`src/rtl/lsu_pkg.sv`:
```
// Shared definitions for the load/store unit: RISC-V funct3 size codes, the
// sequencer state encoding, and helpers that decode byte count and legality.
package lsu_pkg;

    localparam logic [2:0] F3_B  = 3'b000;
    localparam logic [2:0] F3_H  = 3'b001;
    localparam logic [2:0] F3_W  = 3'b010;
    localparam logic [2:0] F3_D  = 3'b011;
    localparam logic [2:0] F3_BU = 3'b100;
    localparam logic [2:0] F3_HU = 3'b101;
    localparam logic [2:0] F3_WU = 3'b110;

    typedef enum logic [1:0] {
        StIdle   = 2'd0,
        StAccess = 2'd1,
        StDone   = 2'd2
    } state_e;

    // Byte count N (1/2/4/8) for a funct3 code; funct3[1:0] alone selects size.
    function automatic logic [3:0] size_bytes(input logic [2:0] funct3);
        logic [3:0] n;
        unique case (funct3[1:0])
            2'b00:   n = 4'd1;
            2'b01:   n = 4'd2;
            2'b10:   n = 4'd4;
            default: n = 4'd8;
        endcase
        return n;
    endfunction

    // Loads reject 111 only; stores have no unsigned variants.
    function automatic logic req_legal(input logic write, input logic [2:0] funct3);
        return write ? ~funct3[2] : (funct3 != 3'b111);
    endfunction

endpackage

```
`src/rtl/load_extend.sv`:
```
// Combinational sign/zero extension of an assembled little-endian load.
//   raw_i    : assembled bytes, lane k = byte k of the access
//   funct3_i : RISC-V load size/sign code
//   ext_o    : extended XLEN result
module load_extend
    import lsu_pkg::*;
#(
    parameter int unsigned XLEN = 64
) (
    input  logic [63:0]     raw_i,
    input  logic [2:0]      funct3_i,
    output logic [XLEN-1:0] ext_o
);

    always_comb begin
        ext_o = raw_i;
        unique case (funct3_i)
            F3_B:    ext_o = {{56{raw_i[7]}}, raw_i[7:0]};
            F3_H:    ext_o = {{48{raw_i[15]}}, raw_i[15:0]};
            F3_W:    ext_o = {{32{raw_i[31]}}, raw_i[31:0]};
            F3_D:    ext_o = raw_i;
            F3_BU:   ext_o = {56'd0, raw_i[7:0]};
            F3_HU:   ext_o = {48'd0, raw_i[15:0]};
            F3_WU:   ext_o = {32'd0, raw_i[31:0]};
            default: ext_o = raw_i;
        endcase
    end

endmodule

```
`src/rtl/load_store_unit.sv`:
```
// Load/store sequencer between the core MEM stage and a byte-wide memory port.
// One request per transaction, one byte per cycle, little-endian.
//   clk, rst_n              : clock, synchronous active-low reset
//   req_valid/req_ready     : request handshake (ready only when idle)
//   req_write/req_funct3    : store flag and RISC-V size/sign code
//   req_addr/req_wdata      : first byte address and store data
//   resp_valid/resp_err     : one-cycle completion pulse and illegal-funct3 flag
//   Read_Data               : extended load result, held until the next load
//   mem_addr/mem_wdata      : byte address and write byte
//   mem_we/mem_re/mem_rdata : write strobe, read enable, combinational read byte
module load_store_unit
    import lsu_pkg::*;
#(
    parameter int unsigned ADDR_W = 64,
    parameter int unsigned XLEN   = 64
) (
    input  logic              clk,
    input  logic              rst_n,
    input  logic              req_valid,
    output logic              req_ready,
    input  logic              req_write,
    input  logic [2:0]        req_funct3,
    input  logic [ADDR_W-1:0] req_addr,
    input  logic [XLEN-1:0]   req_wdata,
    output logic              resp_valid,
    output logic              resp_err,
    output logic [XLEN-1:0]   Read_Data,
    output logic [ADDR_W-1:0] mem_addr,
    output logic [7:0]        mem_wdata,
    output logic              mem_we,
    output logic              mem_re,
    input  logic [7:0]        mem_rdata
);

    state_e            state_q, state_d;
    logic              write_q, write_d;
    logic [2:0]        f3_q, f3_d;
    logic [ADDR_W-1:0] addr_q, addr_d;
    logic [XLEN-1:0]   wdata_q, wdata_d;
    logic [2:0]        cnt_q, cnt_d;
    logic              err_q, err_d;
    logic [63:0]       raw_q, raw_d;
    logic [XLEN-1:0]   rdata_q, rdata_d;

    logic [3:0]      n_bytes;
    logic [2:0]      last_idx;
    logic [XLEN-1:0] ext_val;
    logic            in_access;

    assign n_bytes   = size_bytes(f3_q);
    assign last_idx  = 3'(n_bytes - 4'd1);
    assign in_access = (state_q == StAccess);

    // Assembly lane k takes the current read byte; kept apart from the FSM block
    // so the extender sees the final byte in the same cycle it arrives.
    always_comb begin
        raw_d = raw_q;
        if (in_access && !write_q) begin
            raw_d[{cnt_q, 3'b000} +: 8] = mem_rdata;
        end
    end

    load_extend #(
        .XLEN(XLEN)
    ) u_load_extend (
        .raw_i   (raw_d),
        .funct3_i(f3_q),
        .ext_o   (ext_val)
    );

    always_comb begin
        state_d = state_q;
        write_d = write_q;
        f3_d    = f3_q;
        addr_d  = addr_q;
        wdata_d = wdata_q;
        cnt_d   = cnt_q;
        err_d   = err_q;
        rdata_d = rdata_q;
        unique case (state_q)
            StIdle: begin
                if (req_valid) begin
                    write_d = req_write;
                    f3_d    = req_funct3;
                    addr_d  = req_addr;
                    wdata_d = req_wdata;
                    cnt_d   = 3'd0;
                    err_d   = ~req_legal(req_write, req_funct3);
                    state_d = req_legal(req_write, req_funct3) ? StAccess : StDone;
                end
            end
            StAccess: begin
                if (cnt_q == last_idx) begin
                    state_d = StDone;
                    if (!write_q) begin
                        rdata_d = ext_val;
                    end
                end else begin
                    cnt_d = cnt_q + 3'd1;
                end
            end
            StDone:  state_d = StIdle;
            default: state_d = StIdle;
        endcase
    end

    always_ff @(posedge clk) begin
        if (!rst_n) begin
            state_q <= StIdle;
            write_q <= 1'b0;
            f3_q    <= 3'd0;
            addr_q  <= '0;
            wdata_q <= '0;
            cnt_q   <= 3'd0;
            err_q   <= 1'b0;
            raw_q   <= '0;
            rdata_q <= '0;
        end else begin
            state_q <= state_d;
            write_q <= write_d;
            f3_q    <= f3_d;
            addr_q  <= addr_d;
            wdata_q <= wdata_d;
            cnt_q   <= cnt_d;
            err_q   <= err_d;
            raw_q   <= raw_d;
            rdata_q <= rdata_d;
        end
    end

    assign req_ready  = (state_q == StIdle);
    assign resp_valid = (state_q == StDone);
    assign resp_err   = resp_valid & err_q;
    assign Read_Data  = rdata_q;

    // Strobes are qualified by rst_n so a reset asserted mid-access stops the
    // byte in flight from landing at the reset edge.
    assign mem_we    = in_access & write_q & rst_n;
    assign mem_re    = in_access & ~write_q & rst_n;
    assign mem_addr  = in_access ? addr_q + ADDR_W'(cnt_q) : '0;
    assign mem_wdata = (in_access && write_q) ? wdata_q[{cnt_q, 3'b000} +: 8] : 8'd0;

endmodule

```
`config.mk`:
```
export PLATFORM = sky130hd
export DESIGN_NAME = load_store_unit
export DESIGN_NICKNAME = d
export VERILOG_FILES = /design/src/rtl/lsu_pkg.sv /design/src/rtl/load_extend.sv /design/src/rtl/load_store_unit.sv
export SDC_FILE = /design/constraint.sdc
export NUM_CORES = 1
export LEC_CHECK = 0
export BUFFER_PORTS_ARGS = -buffer_cell sky130_fd_sc_hd__clkbuf_2
export CAP_MARGIN = 40
export CORE_MARGIN = 2
export CORE_UTILIZATION = 45
export CTS_CLUSTER_SIZE = 12
export DETAILED_ROUTE_END_ITERATION = 7
export GPL_ROUTABILITY_DRIVEN = 0
export PLACE_DENSITY = 0.73
export SETUP_SLACK_MARGIN = 0.5
export SLEW_MARGIN = 20
export SYNTH_ARGS = -nofsm -noshare
export SYNTH_HDL_FRONTEND = slang
export SYNTH_HIERARCHICAL = 1
export SYNTH_SLANG_ARGS = --single-unit
```
`constraint.sdc`:
```
create_clock -name clk -period 4.94 [get_ports clk]
set_clock_uncertainty 0.15 [all_clocks]
set_input_delay 0.247 -clock clk [delete_from_list [all_inputs] [get_ports clk]]
set_output_delay 0.247 -clock clk [all_outputs]
set_load 0.005 [all_outputs]
```
; ---- Word level (Yosys, flattened, before mapping)
; Cells that the tools add are included.
[word_totals]
register_bits = 266
input_bits = 143
word_cells = 63
[op_classes]
add_sub_neg = 4
n_eq_ne = 14
shifts = 3
n_mux = 14
bitwise = 8
reduce_logical = 11
[ops]
columns = cell, count
row1 = one-hot mux 64 bit (6 select lines), 1
row2 = 2-to-1 mux 64 bit, 2
row3 = adder 64 x 3 -> 64 bit, 1
row4 = bitwise mux 64 bit, 1
row5 = variable shift 8 x 8 -> 64 bit (first input constant), 1
row6 = indexed part select 64 x 7 -> 8 bit, 1
row7 = indexed part select 8 x 8 -> 64 bit, 1
row8 = == test 3 bit (second input constant), 3
row9 = one-hot mux 3 bit (3 select lines), 1
row10 = 2-to-1 mux 8 bit, 1
row11 = negation 6 -> 8 bit, 1
row12 = 2-to-1 mux 2 bit, 3
row13 = 2-to-1 mux 3 bit, 2
row14 = one-hot mux 3 bit (2 select lines), 1
row15 = AND reduction 3 bit, 2
row16 = bitwise AND 1 bit, 5
row17 = == test 2 x 1 -> 1 bit (second input constant), 2
row18 = == test 2 bit (second input constant), 2
row19 = zero test 2 bit, 2
row20 = inequality test 2 bit (second input constant), 2
row21 = one-hot mux 2 bit (2 select lines), 1
row22 = AND reduction 2 bit, 2
row23 = adder 3 x 1 -> 3 bit (second input constant), 1
row24 = == test 3 x 1 -> 1 bit (second input constant), 1
row25 = other kinds (11), 14

; ---- Longest topological paths before layout
[depth]
ltp_word = 6
ltp_mapped = 15

; ---- Modules after synthesis
; The synthesis kept the hierarchy.
[modules_own_cells]
columns = mod, instances, cells_each, area_each_um2, seq_area_each_um2
row1 = load_store_unit, 1, 1547, 12991.2, 5325.1
row2 = load_extend, 1, 150, 954.7, 0.0

; ---- Worst setup path before layout
; Ideal clock, no wire load.
[synth_timing]
kind = register to register
start = reg cnt_q[1]
end = reg rdata_q[36], in the netlist Read_Data[36]
arrival_ns = 3.486
required_ns = 4.674
setup_slack_ns = 1.188
path_stages_with_launch = 15
path_buffers = 4
cell_sequence = dfxtp_1 buf_1 buf_1 inv_1 ha_1 ha_1 nor3_1 nand4b_1 mux2_2 mux2i_2 buf_6 buf_6 o211ai_2 mux2i_1 nor2b_1
[synth_via]
elab_chain_cells = 5
elab_cells_between_ends = 8
[synth_rtl]
columns = item, line
row1 = from (decl), load_store_unit.sv:40  ; logic [2:0] cnt_q, cnt_d;
row2 = from (signal assigned), load_store_unit.sv:124  ; cnt_q <= cnt_d;
row3 = negation 6 -> 8 bit (*), load_store_unit.sv:59  ; raw_d[{cnt_q, 3'b000} +: 8] = mem_rdata;
row4 = indexed part select 8 x 8 -> 64 bit or variable shift 8 x 8 -> 64 bit (tied branches), load_store_unit.sv:59
row5 = bitwise mux 64 bit (*), load_store_unit.sv:59
row6 = 2-to-1 mux 64 bit (*), load_store_unit.sv:58  ; if (in_access && !write_q) begin
row7 = net raw_d[7], load_store_unit.sv:42  ; logic [63:0] raw_q, raw_d;
row8 = one-hot mux 64 bit (6 select lines) (*), load_extend.sv:17  ; unique case (funct3_i)
row9 = net ext_val[36], load_store_unit.sv:47  ; logic [XLEN-1:0] ext_val;
row10 = to (signal assigned), load_store_unit.sv:127  ; rdata_q <= rdata_d;
row11 = to (decl), load_store_unit.sv:43  ; logic [XLEN-1:0] rdata_q, rdata_d;
; The timed path passes the listed nets; every way through them passes the cells marked *.
; A chain may end at the register's enable or synchronous reset.

; ---- Worst setup path in the final report
[layout_timing]
start = reg cnt_q[1]
end = out mem_addr[40]
[layout_via]
elab_chain_cells = 2
[layout_rtl]
columns = item, line
row1 = adder 64 x 3 -> 64 bit, load_store_unit.sv:140  ; assign mem_addr = in_access ? addr_q + ADDR_W'(cnt_q) : '0;
row2 = 2-to-1 mux 64 bit, load_store_unit.sv:140
row3 = to (decl), load_store_unit.sv:28  ; output logic [ADDR_W-1:0] mem_addr,
; Every way passes these cells.

==> metrics.txt <==
Hold Path Class=in2reg; Residual DRC=0; core box area=0.0306 mm^2; H-tree Lvls=1; fin. max-slew vios=0; Skew-Pair Late Insertion Delay=0.56 ns; Leak=0.00706 uW; Worst setup SP type=flip-flop; post-synth cell types=67; Tcrit/Tclk final=84.6%; Avg Cell Area, Syn=8.22 um^2; synthesized area=0.0139 mm^2; routed length per instance=17.5 um; post-route cell area=0.0178 mm^2; Post-DP HPWL=28000 um; largest net degree at the start of global routing=131; FP Rows=64; IO Pins=284; Die H=180 um; Post-DP Area=0.0154 mm^2; TritonCTS clock tree=yes; sequential share of the synthesized area=38.2%; Setup TNS Final=0 ns; clk buf depth=3; MaxCap Viol Count=0; Final setup violation count=0; total die area=0.0324 mm^2; Layout area overhead=27.8%; vias in the first global route=13216; Crit path arrival time=3.78 ns; gr usage total=25.4%; top cells by area, synth=dfxtp_1 (38%), nand2_1 (12%), a21boi_0 (9.7%), mux2i_1 (4.6%), nand3_1 (3.8%); Synth top cells by count=nand2_1 (431), dfxtp_1 (266), a21boi_0 (180); Synth Net Count=1851; crit path max fanout=27; Routed WL=43000 um; die width=180 um; CP Class=reg2out; layout cells sized above 1=21.2%; FFs w/ async S/R, synth=0%; Worst Setup SP=cnt_q[1]; CP Capture Type=primary output; post-route ant nets=0; drt pass-1 iters=5; slew of the pin with the lowest slew margin=0.873 ns; unrepaired setup endpoints after global routing=false; final hold viol count=0; Clock Sinks=266; Yosys warnings=6; Initial Utilization=45.6%; global-route wire length before repair=68200 um; DR iter-0 viols=1103; Synth top area share=38.2%; most used flip-flop cell after synthesis=dfxtp_1; Net count, final=2186; antenna violations before repair=1; Hold Crit Start=mem_rdata[7]; Pwr Density=292 mW/mm^2; CTS buffer count=30; I/O Buffers=283; CTS root buf=clkbuf_16; Post-synth EDFFs=0; outcome=finished clean; reg2reg start=cnt_q[2]; crit-path cells=buf_4 -> inv_1 -> fa_1 -> nand2b_1 -> nand2_1 -> nand4_1 -> or4_1 -> a21oi_1 -> clkbuf_2; # fillers=2673; Worst VDD drop=0.276 mV; Max Freq=239 MHz; grt ovf=0; Seq cells post-synth=266; Clk pin slew, worst setup/hold paths=0.06 ns; drt via density=5.54; cell taking the most area after synthesis=dfxtp_1; max_slew headroom=41.3%; CP peak stage delay=0.59 ns; DR vias=13581; CP max-delay cell=or4_1; post-route minimum period=4.18 ns; count leader, synth=nand2_1; Req. time, crit path=4.54 ns; Mapped Cells=1697
## layout make-up
cell class / instances / area [um^2] / share of cell area [%]
Multi-Input combinational cell: 1278 / 7950 / 44.6
Clock inverter: 9 / 104 / 0.583
Tap cell: 396 / 495 / 2.78
Antenna cell: 1 / 2.50 / 0.0140
Clock buffer: 44 / 903 / 5.07
Timing Repair Buffer: 439 / 2970 / 16.7
Inverter: 17 / 67.6 / 0.379
Sequential cell: 266 / 5330 / 29.9
## what timing repair did
item / CTS / global route
setup endpoints to repair: 12 / 28
setup buffers: 0 / 1
cloned: 0 / 0
hold endpoints to repair: 135 / 0
hold buffers: 134 / 0
gates resized for setup: 1 / 4
## critical path, delay by kind of cell (launching register included)
| family | cells | cell delay, ns |
|---|---|---|
| compound gates | 1 | 0.22 |
| simple gates | 4 | 1.52 |
| buf+inv | 3 | 0.71 |
| fa+ha+maj | 1 | 0.45 |
| flops | 1 | 0.31 |
## kinds of logic (layout without fill, tap and decap cells)
kind of cell	after synthesis	count (layout)	share of synthesized area [%]
fa+ha+maj	11	11	1.04
buf+inv	153	509	5.11
compound gates	335	335	17.3
flops	266	266	38.2
xor+xnor	23	23	1.44
mux	99	99	8.73
simple gates	810	810	28.2
other cells	0	1	0
## report_power, final
part | internal [uW] | total, uW | switching [uW]
logic | 304 | 659 | 355
clock network | 1320 | 2230 | 914
registers | 2230 | 2320 | 85.2
## flip-flops by register name, summed over array words and instances (netlist names)
register and cells:
Read_Data 64, addr_q 64, raw_q 64, wdata_q 64
cnt_q 3, f3_q 3, state_q 2, err_q 1
write_q 1
## routing by layer
| metal | vias to the layer above | global-route usage, % | wire length [um] |
|---|---|---|---|
| met1 | 6355 | 33.6 | 18300 |
| met3 | 121 | 4.63 | 3190 |
| met4 | 0 | 9.26 | 1590 |
| li1 | 6539 | - | - |
| met5 | - | 0 | 0 |
| met2 | 566 | 41.5 | 19800 |
## cell usage in the layout, fill, tap and decap left out, types with 25 or more instances in the layout
| cell type | instances |
|---|---|
| nor2_1 | 33 |
| dlygate4sd3_1 | 134 |
| nand2_1 | 430 |
| o21ai_0 | 34 |
| a21boi_0 | 180 |
| and2_1 | 45 |
| clkbuf_2 | 282 |
| mux2i_1 | 64 |
| nor2b_1 | 68 |
| nand3_1 | 105 |
| a21oi_1 | 44 |
| dfxtp_1 | 264 |
| clkbuf_16 | 30 |
| nand4_1 | 25 |
## through the flow
step | utilization [%] | hold slack [ns] | instances | setup slack (ns) | power, uW
floorplan | - | 0.242 | 1697 | 1.19 | 2730
global placement | 50.3 | 0.299 | 2258 | 0.877 | 2900
detailed placement | 50.5 | 0.308 | 2261 | 0.723 | 2920
CTS | 58.2 | 0.00509 | 2448 | 0.518 | 5220
global route | 58.3 | 0.0157 | 2450 | 0.538 | 5410
finish | 58.3 | 0.0352 | 2450 | 0.761 | 5210
## worst paths after layout
| path | cells after the start | slack [ns] | to |
|---|---|---|---|
| setup / recovery | 9 | 0.76 | mem_addr[40] |
| hold / removal | 3 | 0.04 | raw_q[39] |
| setup reg to reg | 12 | 0.91 | Read_Data[43] |
| hold reg to reg | 2 | 0.32 | wdata_q[4] |
No activity file was read; power rests on OpenSTA's default activity.
